### src/rtl/lab02_key_cond.sv
// lab02_key_cond: conditions four raw push-buttons for the lab02_wave lock.
// Each button is synchronised, debounced and edge-detected; a small FSM
// accepts one key per press and emits a single-cycle one-hot strobe.
// A press of two or more keys in the same cycle raises multi_err.
// After any accepted or rejected press, a new key is taken only once
// every key has been released.

module lab02_key_cond #(
    parameter int DEBOUNCE_CYCLES = 4,
    parameter int CNT_W           = 3
) (
    input  logic       clk,
    input  logic       clean,
    input  logic [3:0] btn,
    output logic       X0,
    output logic       X1,
    output logic       X2,
    output logic       X3,
    output logic       key_valid,
    output logic [1:0] key_code,
    output logic       multi_err
);

    // A level change is accepted on the cycle the counter would reach
    // DEBOUNCE_CYCLES, which is the cycle where it already holds this value.
    localparam logic [CNT_W-1:0] CNT_LAST = CNT_W'(DEBOUNCE_CYCLES - 1);
    localparam logic [CNT_W-1:0] CNT_ONE  = CNT_W'(1);

    typedef enum logic {
        IDLE,
        HELD
    } state_t;

    state_t           state;
    state_t           state_nxt;

    logic [3:0]       s1;
    logic [3:0]       s2;
    logic [3:0]       db;
    logic [3:0]       db_q;
    logic [3:0]       rise;
    logic [CNT_W-1:0] cnt [4];
    logic [2:0]       rise_cnt;
    logic [1:0]       rise_code;

    logic [3:0]       x_nxt;
    logic             valid_nxt;
    logic [1:0]       code_nxt;
    logic             merr_nxt;

    logic [3:0]       x_q;
    logic             valid_q;
    logic [1:0]       code_q;
    logic             merr_q;

    // Number of bits set in a 4-bit vector.
    function automatic logic [2:0] popcount4(input logic [3:0] v);
        logic [2:0] sum;
        sum = '0;
        for (int unsigned i = 0; i < 4; i++) begin
            sum = sum + {2'b00, v[i]};
        end
        return sum;
    endfunction

    // Index of the highest set bit; only meaningful when exactly one is set.
    function automatic logic [1:0] encode4(input logic [3:0] v);
        logic [1:0] idx;
        idx = '0;
        for (int unsigned i = 0; i < 4; i++) begin
            if (v[i]) begin
                idx = 2'(i);
            end
        end
        return idx;
    endfunction

    // Two-flop synchroniser for the asynchronous button inputs.
    always_ff @(posedge clk) begin
        if (!clean) begin
            s1 <= '0;
            s2 <= '0;
        end else begin
            s1 <= btn;
            s2 <= s1;
        end
    end

    // Per-bit debounce: db follows s2 only after the change has persisted.
    always_ff @(posedge clk) begin
        if (!clean) begin
            db <= '0;
            for (int unsigned i = 0; i < 4; i++) begin
                cnt[i] <= '0;
            end
        end else begin
            for (int unsigned i = 0; i < 4; i++) begin
                if (s2[i] == db[i]) begin
                    cnt[i] <= '0;
                end else if (cnt[i] == CNT_LAST) begin
                    cnt[i] <= '0;
                    db[i]  <= ~db[i];
                end else begin
                    cnt[i] <= cnt[i] + CNT_ONE;
                end
            end
        end
    end

    // Delayed copy of the debounced levels for rising-edge detection.
    always_ff @(posedge clk) begin
        if (!clean) begin
            db_q <= '0;
        end else begin
            db_q <= db;
        end
    end

    // Rising edges of the debounced levels and their summary.
    always_comb begin
        rise      = db & ~db_q;
        rise_cnt  = popcount4(rise);
        rise_code = encode4(rise);
    end

    // FSM state register.
    always_ff @(posedge clk) begin
        if (!clean) begin
            state <= IDLE;
        end else begin
            state <= state_nxt;
        end
    end

    // FSM next state: any press leaves IDLE, full release leaves HELD.
    always_comb begin
        state_nxt = state;
        case (state)
            IDLE: begin
                if (rise_cnt != 3'd0) begin
                    state_nxt = HELD;
                end
            end
            HELD: begin
                if (db == 4'b0000) begin
                    state_nxt = IDLE;
                end
            end
            default: state_nxt = IDLE;
        endcase
    end

    // FSM outputs: next values of the registered strobes.
    always_comb begin
        x_nxt     = '0;
        valid_nxt = 1'b0;
        code_nxt  = '0;
        merr_nxt  = 1'b0;
        if (state == IDLE) begin
            if (rise_cnt == 3'd1) begin
                x_nxt     = rise;
                valid_nxt = 1'b1;
                code_nxt  = rise_code;
            end else if (rise_cnt >= 3'd2) begin
                merr_nxt  = 1'b1;
            end
        end
    end

    // Output registers; every strobe lasts one cycle since the FSM leaves IDLE.
    always_ff @(posedge clk) begin
        if (!clean) begin
            x_q     <= '0;
            valid_q <= 1'b0;
            code_q  <= '0;
            merr_q  <= 1'b0;
        end else begin
            x_q     <= x_nxt;
            valid_q <= valid_nxt;
            code_q  <= code_nxt;
            merr_q  <= merr_nxt;
        end
    end

    assign X0        = x_q[0];
    assign X1        = x_q[1];
    assign X2        = x_q[2];
    assign X3        = x_q[3];
    assign key_valid = valid_q;
    assign key_code  = code_q;
    assign multi_err = merr_q;

endmodule

### config.mk
export PLATFORM = sky130hd
export DESIGN_NAME = lab02_key_cond
export DESIGN_NICKNAME = d
export VERILOG_FILES = /design/src/rtl/lab02_key_cond.sv
export SDC_FILE = /design/constraint.sdc
export NUM_CORES = 1
export LEC_CHECK = 0
export ABC_CLOCK_PERIOD_IN_PS = 4460
export BUFFER_PORTS_ARGS = -buffer_cell sky130_fd_sc_hd__clkbuf_2
export CAP_MARGIN = 30
export CORE_MARGIN = 4
export CORE_UTILIZATION = 25
export CTS_CLUSTER_SIZE = 20
export DETAILED_ROUTE_END_ITERATION = 7
export PLACE_DENSITY = 0.39
export SLEW_MARGIN = 5
export SYNTH_ARGS = -nofsm -noshare
export SYNTH_HDL_FRONTEND = slang
export SYNTH_SLANG_ARGS = --single-unit
export TNS_END_PERCENT = 100
### constraint.sdc
create_clock -name clk -period 4.46 [get_ports clk]
set_input_delay 0.892 -clock clk [delete_from_list [all_inputs] [get_ports clk]]
set_output_delay 0.892 -clock clk [all_outputs]
set_load 0.03 [all_outputs]
# Word-level counts from Yosys, hierarchy flattened
# Memory sizes are Yosys's and may differ from the RTL's.
# Cells that the tools add are included.
[word_totals]
elab_cells = 129
regBits = 25
memories = 1
in_bits = 6
output_inout_bits = 8
ramBits = 12
[op_classes]
add_sub_neg = 7
order_cmp = 1
reduce_logical = 9
n_mux = 65
bitwise = 25
eq_ne = 9
[mem_list]
columns = ["memory", "words", "width", "read_ports", "rd_clocked_by_memory_dff", "write_ports", "line", "source"]
rows = [
  ["cnt", 4, 3, 4, 0, 4, "42", "logic [CNT_W-1:0] cnt [4];"],
]
[op_table]
columns = ["op", "count"]
rows = [
  ["$mux 1", 50],
  ["$mux 3", 12],
  ["$add 3x1->3 const B", 4],
  ["$eq 3x2->1 const B", 4],
  ["$or 1x1->1", 12],
  ["$not 1->1", 11],
  ["$reduce_and 2->1", 4],
  ["$reduce_or 3->1", 2],
  ["$and 4x4->4", 1],
  ["$eq 1x1->1", 4],
  ["$logic_not 4->1", 1],
  ["$mux 2", 2],
  ["$not 4->4", 1],
  ["$add 2x1->3", 1],
  ["$add 3x1->3", 1],
  ["$eq 3x1->1 const B", 1],
  ["$ge 3x2->1 const B", 1],
  ["$reduce_bool 3->1", 1],
  ["$add 1x1->2", 1],
  ["$pmux 1 s2", 1],
  ["$reduce_or 2->1", 1],
]

# Logic depth before layout (Yosys ltp)
[logic_depth]
ltp_word = 8
depth_mapped = 9
mapped_depth_nobuf = 9

# Worst setup path before layout
# OpenSTA, ideal clock, no wires.
[synth_timing]
path_type = "flip-flop to flip-flop"
startpoint = "register db[1]"
endpoint = "register x_q[1]"
path_stages_with_launch = 9
t_required_ns = 4.378
arrival_ns = 2.014
slack_ns = 2.365
period_less_slack_ns = 2.095
setup_ns = 0.082
path_buffers = 0
cell_sequence = "dfxtp_1 > nor2b_1 > fa_1 > ha_1 > inv_1 > ha_1 > nor2_1 > nand4b_1 > nor3b_1"
[synth_between]
elab_chain_cells = 7
[synth_rtl]
columns = ["item", "line", "source"]
rows = [
  ["start, declared", "39", "logic [3:0] db;"],
  ["start signal, assigned by index", "102", "db[i] <= ~db[i];"],
  ["$and 4x4->4 (*)", "121", "rise = db & ~db_q;"],
  ["via rise[1]", "41", "logic [3:0] rise;"],
  ["$add 1x1->2", "61", "sum = sum + {2'b00, v[i]};"],
  ["$add 2x1->3", "61", ""],
  ["$add 3x1->3", "61", ""],
  ["$eq 3x1->1", "160", "if (rise_cnt == 3'd1) begin"],
  ["$not 1->1 (no line)", "--", ""],
  ["$reduce_or 3->1 (no line)", "--", ""],
  ["end signal, assigned", "178", "x_q <= x_nxt;"],
  ["end, declared", "51", "logic [3:0] x_q;"],
]
# The timed path passes the listed nets; every way through them passes the cells marked *.
# A chain may end at the register's enable or synchronous reset.

# Worst setup path in the final report
# Ends and elaborated chain as after synthesis.

==> impl_metrics.py <==
metrics = {
    "status": {
        "status": "complete, no violations",
    },
    "hold_path": {
        "hp-class": "reg2reg",
    },
    "floorplan": {
        "core_sq_um": 5540,
        "die_h_um": 83.9,
        "initial_core_util": 0.260,
        "chipWidth_um": 83.9,
        "std_cell_rows": 27,
        "die_area_sq_um": 7040,
        "ios": 14,
    },
    "worst_setup_path": {
        "crit_chain": "nor2b_1 -> fa_1 -> ha_1 -> inv_1 -> ha_1 -> nor2_1 -> nand4b_1 -> nor3b_1",
        "r2r_cells": 8,
        "r2r_end": "x_q[1]",
        "crit_path_start": "db[1]",
        "worst_path_most_repeated_cell": "ha_1",
        "path_buf_inv": 1,
        "path_max_fanout": 7,
        "crit_path_end": "x_q[1]",
        "critPathArrivalTime_ns": 2.61,
        "critPathTopFamily": "simple AND/OR/NAND/NOR gates",
        "end_kind": "flop",
        "crit_type": "reg2reg",
        "critPathRequiredTime_ns": 4.65,
        "slowest_stage": "fa_1",
        "worst_setup_path_start_kind": "flop",
        "max_stage_delay_ns": 0.43,
        "reg2reg_setup_slack_ns": 2.04,
        "r2r_start": "db[1]",
        "crit_cells": 8,
    },
    "cts": {
        "cts_setup_buffers": 0,
        "path_clk_slew_ns": 0.07,
        "tritoncts.num_buffers": 5,
        "clock-sinks": 37,
        "ctsHtreeMaxLevel": 2,
        "clk_latency_ns": 0.28,
        "ctsResizeCount": 0,
        "cts.hold.buffers_added": 0,
        "clock-root-buffer": "clkbuf_8",
        "clk_path_buf_depth": 2,
        "tritoncts": "done",
    },
    "placement": {
        "place_ws_ns": 2.04,
        "place.gp.congestion": 0.783,
        "io_buffers": 13,
        "hpwl_um": 1600,
    },
    "route": {
        "drt-wirelength-per-cell_um": 9.22,
        "route.detailed.drc": 0,
        "drt_iter0_drc": 19,
        "routed_wl_um": 2070,
        "vias_per_cell": 3.80,
        "route.vias.total": 856,
        "ant_nets": 0,
        "dr.pass1.iters": 2,
    },
    "job": {
        "maxCapViolCount": 0,
    },
    "yosys": {
        "yosysTopAreaCellShare": 0.348,
        "seq_area_frac_synth": 0.598,
        "syn-cell-area_sq_um": 1440,
        "ys_ff_latch": 37,
        "ys_types": 23,
        "synth_edf_count": 12,
        "netlist_instances": 123,
        "synth_top_area_cell": "dfxtp_1",
        "syn_area_per_cell_sq_um": 11.7,
        "synth.area.top_cells": "dfxtp_1, edfxtp_1, ha_1",
        "synth_warnings": 0,
        "synthFlopType": "dfxtp_1",
        "ys_async_sr_fraction": 0,
    },
    "sta": {
        "fin_crit_sh": 0.542,
        "finalSetupViolCount": 0,
        "hold_viol": 0,
        "skew_ns": 0.00565,
        "max_freq_ghz": 0.413,
        "fin_ws_ns": 2.04,
        "rsz0062_at_grt": "false",
        "min_period_ns": 2.42,
        "maxSlewViolCount": 0,
        "fin_setup_tns_ns": 0,
    },
    "finish": {
        "synthToLayoutAreaGrowth_pct": 19.4,
        "drive_above_1_share": 0.176,
        "fin_nets": 171,
        "multi_input_area_sq_um": 561,
        "fillCellCount": 569,
        "seq_area_sq_um": 861,
        "insertedDiodeCount": 0,
    },
    "global_routing": {
        "grt_max_degree": 15,
        "track_usage": 0.0702,
        "gr-total-overflow": 0,
        "antenna_found_initial": 0,
        "grt_pass1_vias": 873,
        "grt_pass1_wl_um": 3770,
    },
    "power": {
        "power.density_nw_per_um2": 355,
        "peakVddDrop_v": 0.000129,
        "p_total_mw": 0.611,
        "power.leakage_nw": 0.751,
    },
}
logic make-up after synthesis:
family                   after synthesis  share of synthesized area
buffers and inverters                 16                     0.0417
AO/OA/AOI/OAI                          5                     0.0235
XOR/XNOR                               4                     0.0243
adder cells (fa/ha/maj)               12                      0.109
other                                  1                    0.00260
AND/OR/NAND/NOR                       44                      0.173
flip-flops                            37                      0.598
multiplexers                           4                     0.0278
routing by layer:
| layer | global-route usage | vias up | part of all wire |
|---|---|---|---|
| met5 | 0 | - | 0 |
| li1 | - | 445 | - |
| met2 | 0.103 | 20 | 0.44 |
| met4 | 0.0424 | 0 | 0.025 |
| met1 | 0.0782 | 385 | 0.46 |
| met3 | 0.0405 | 6 | 0.073 |
synth_stat cells, drive strengths merged, types with 2 or more instances:
cell type	number
nor3	2
mux2i	4
nor2	22
xnor2	4
inv	15
and2	11
or3	4
dfxtp	25
edfxtp	12
a21oi	2
ha	11
nand2b	2
stage by stage:
step           area, sq um  utilization  hold slack, ns  std cells
2_1_floorplan         1480            -           0.399        134
3_3_place_gp          1630        0.295           0.413        218
6_report              1720        0.310           0.424        225
5_1_grt               1720        0.310           0.434        225
3_5_place_dp          1630        0.295           0.416        218
4_1_cts               1720        0.310           0.426        225
sequential cells by signal (all words and copies together) (netlist names):
register / flops
x_q: 4
cnt: 12
key_code: 2
state: 1
s2: 4
multi_err: 1
key_valid: 1
s1: 4
db: 4
db_q: 4
worst min-delay path by stage:
| stage | startpoint | to | slack [ns] | depth (start not counted) |
|---|---|---|---|---|
| 4_1_cts | db_q[0] | x_q[0] | 0.43 | 1 |
| 2_1_floorplan | db_q[0] | x_q[0] | 0.40 | 1 |
| 6_report | db_q[0] | x_q[0] | 0.42 | 1 |
| 3_3_place_gp | db_q[1] | x_q[1] | 0.41 | 1 |
| 5_1_grt | db_q[0] | x_q[0] | 0.43 | 1 |
| 3_5_place_dp | db_q[0] | x_q[0] | 0.42 | 1 |
where the power goes:
part	switching (mW)	internal, mW
clock network	0.104	0.122
registers	0.00403	0.357
logic	0.0133	0.0107
cells in the final DEF, fill, tap and decap left out, drive strengths merged:
cell type,netlist,layout
a21oi,2,2
nor2b,1,1
nor2,22,22
clkbuf,1,20
dfxtp,25,25
a2111oi,1,1
inv,15,15
nand4b,1,1
nor3b,1,1
nor3,2,2
nand2b,2,2
edfxtp,12,12
conb,1,12
xnor2,4,4
a31oi,1,1
fa,1,1
and2,11,11
mux2i,4,4
or3,4,4
o41ai,1,1
ha,11,11
final cells by class:
type / instances / share of cell area
sequential: 37 / 0.501
inverter: 15 / 0.0328
multi-input combinational: 81 / 0.326
timing repair buffer: 13 / 0.0378
tap: 72 / 0.0524
clock buffer: 7 / 0.0502
Note: power is estimated with default switching activity, not from simulation.
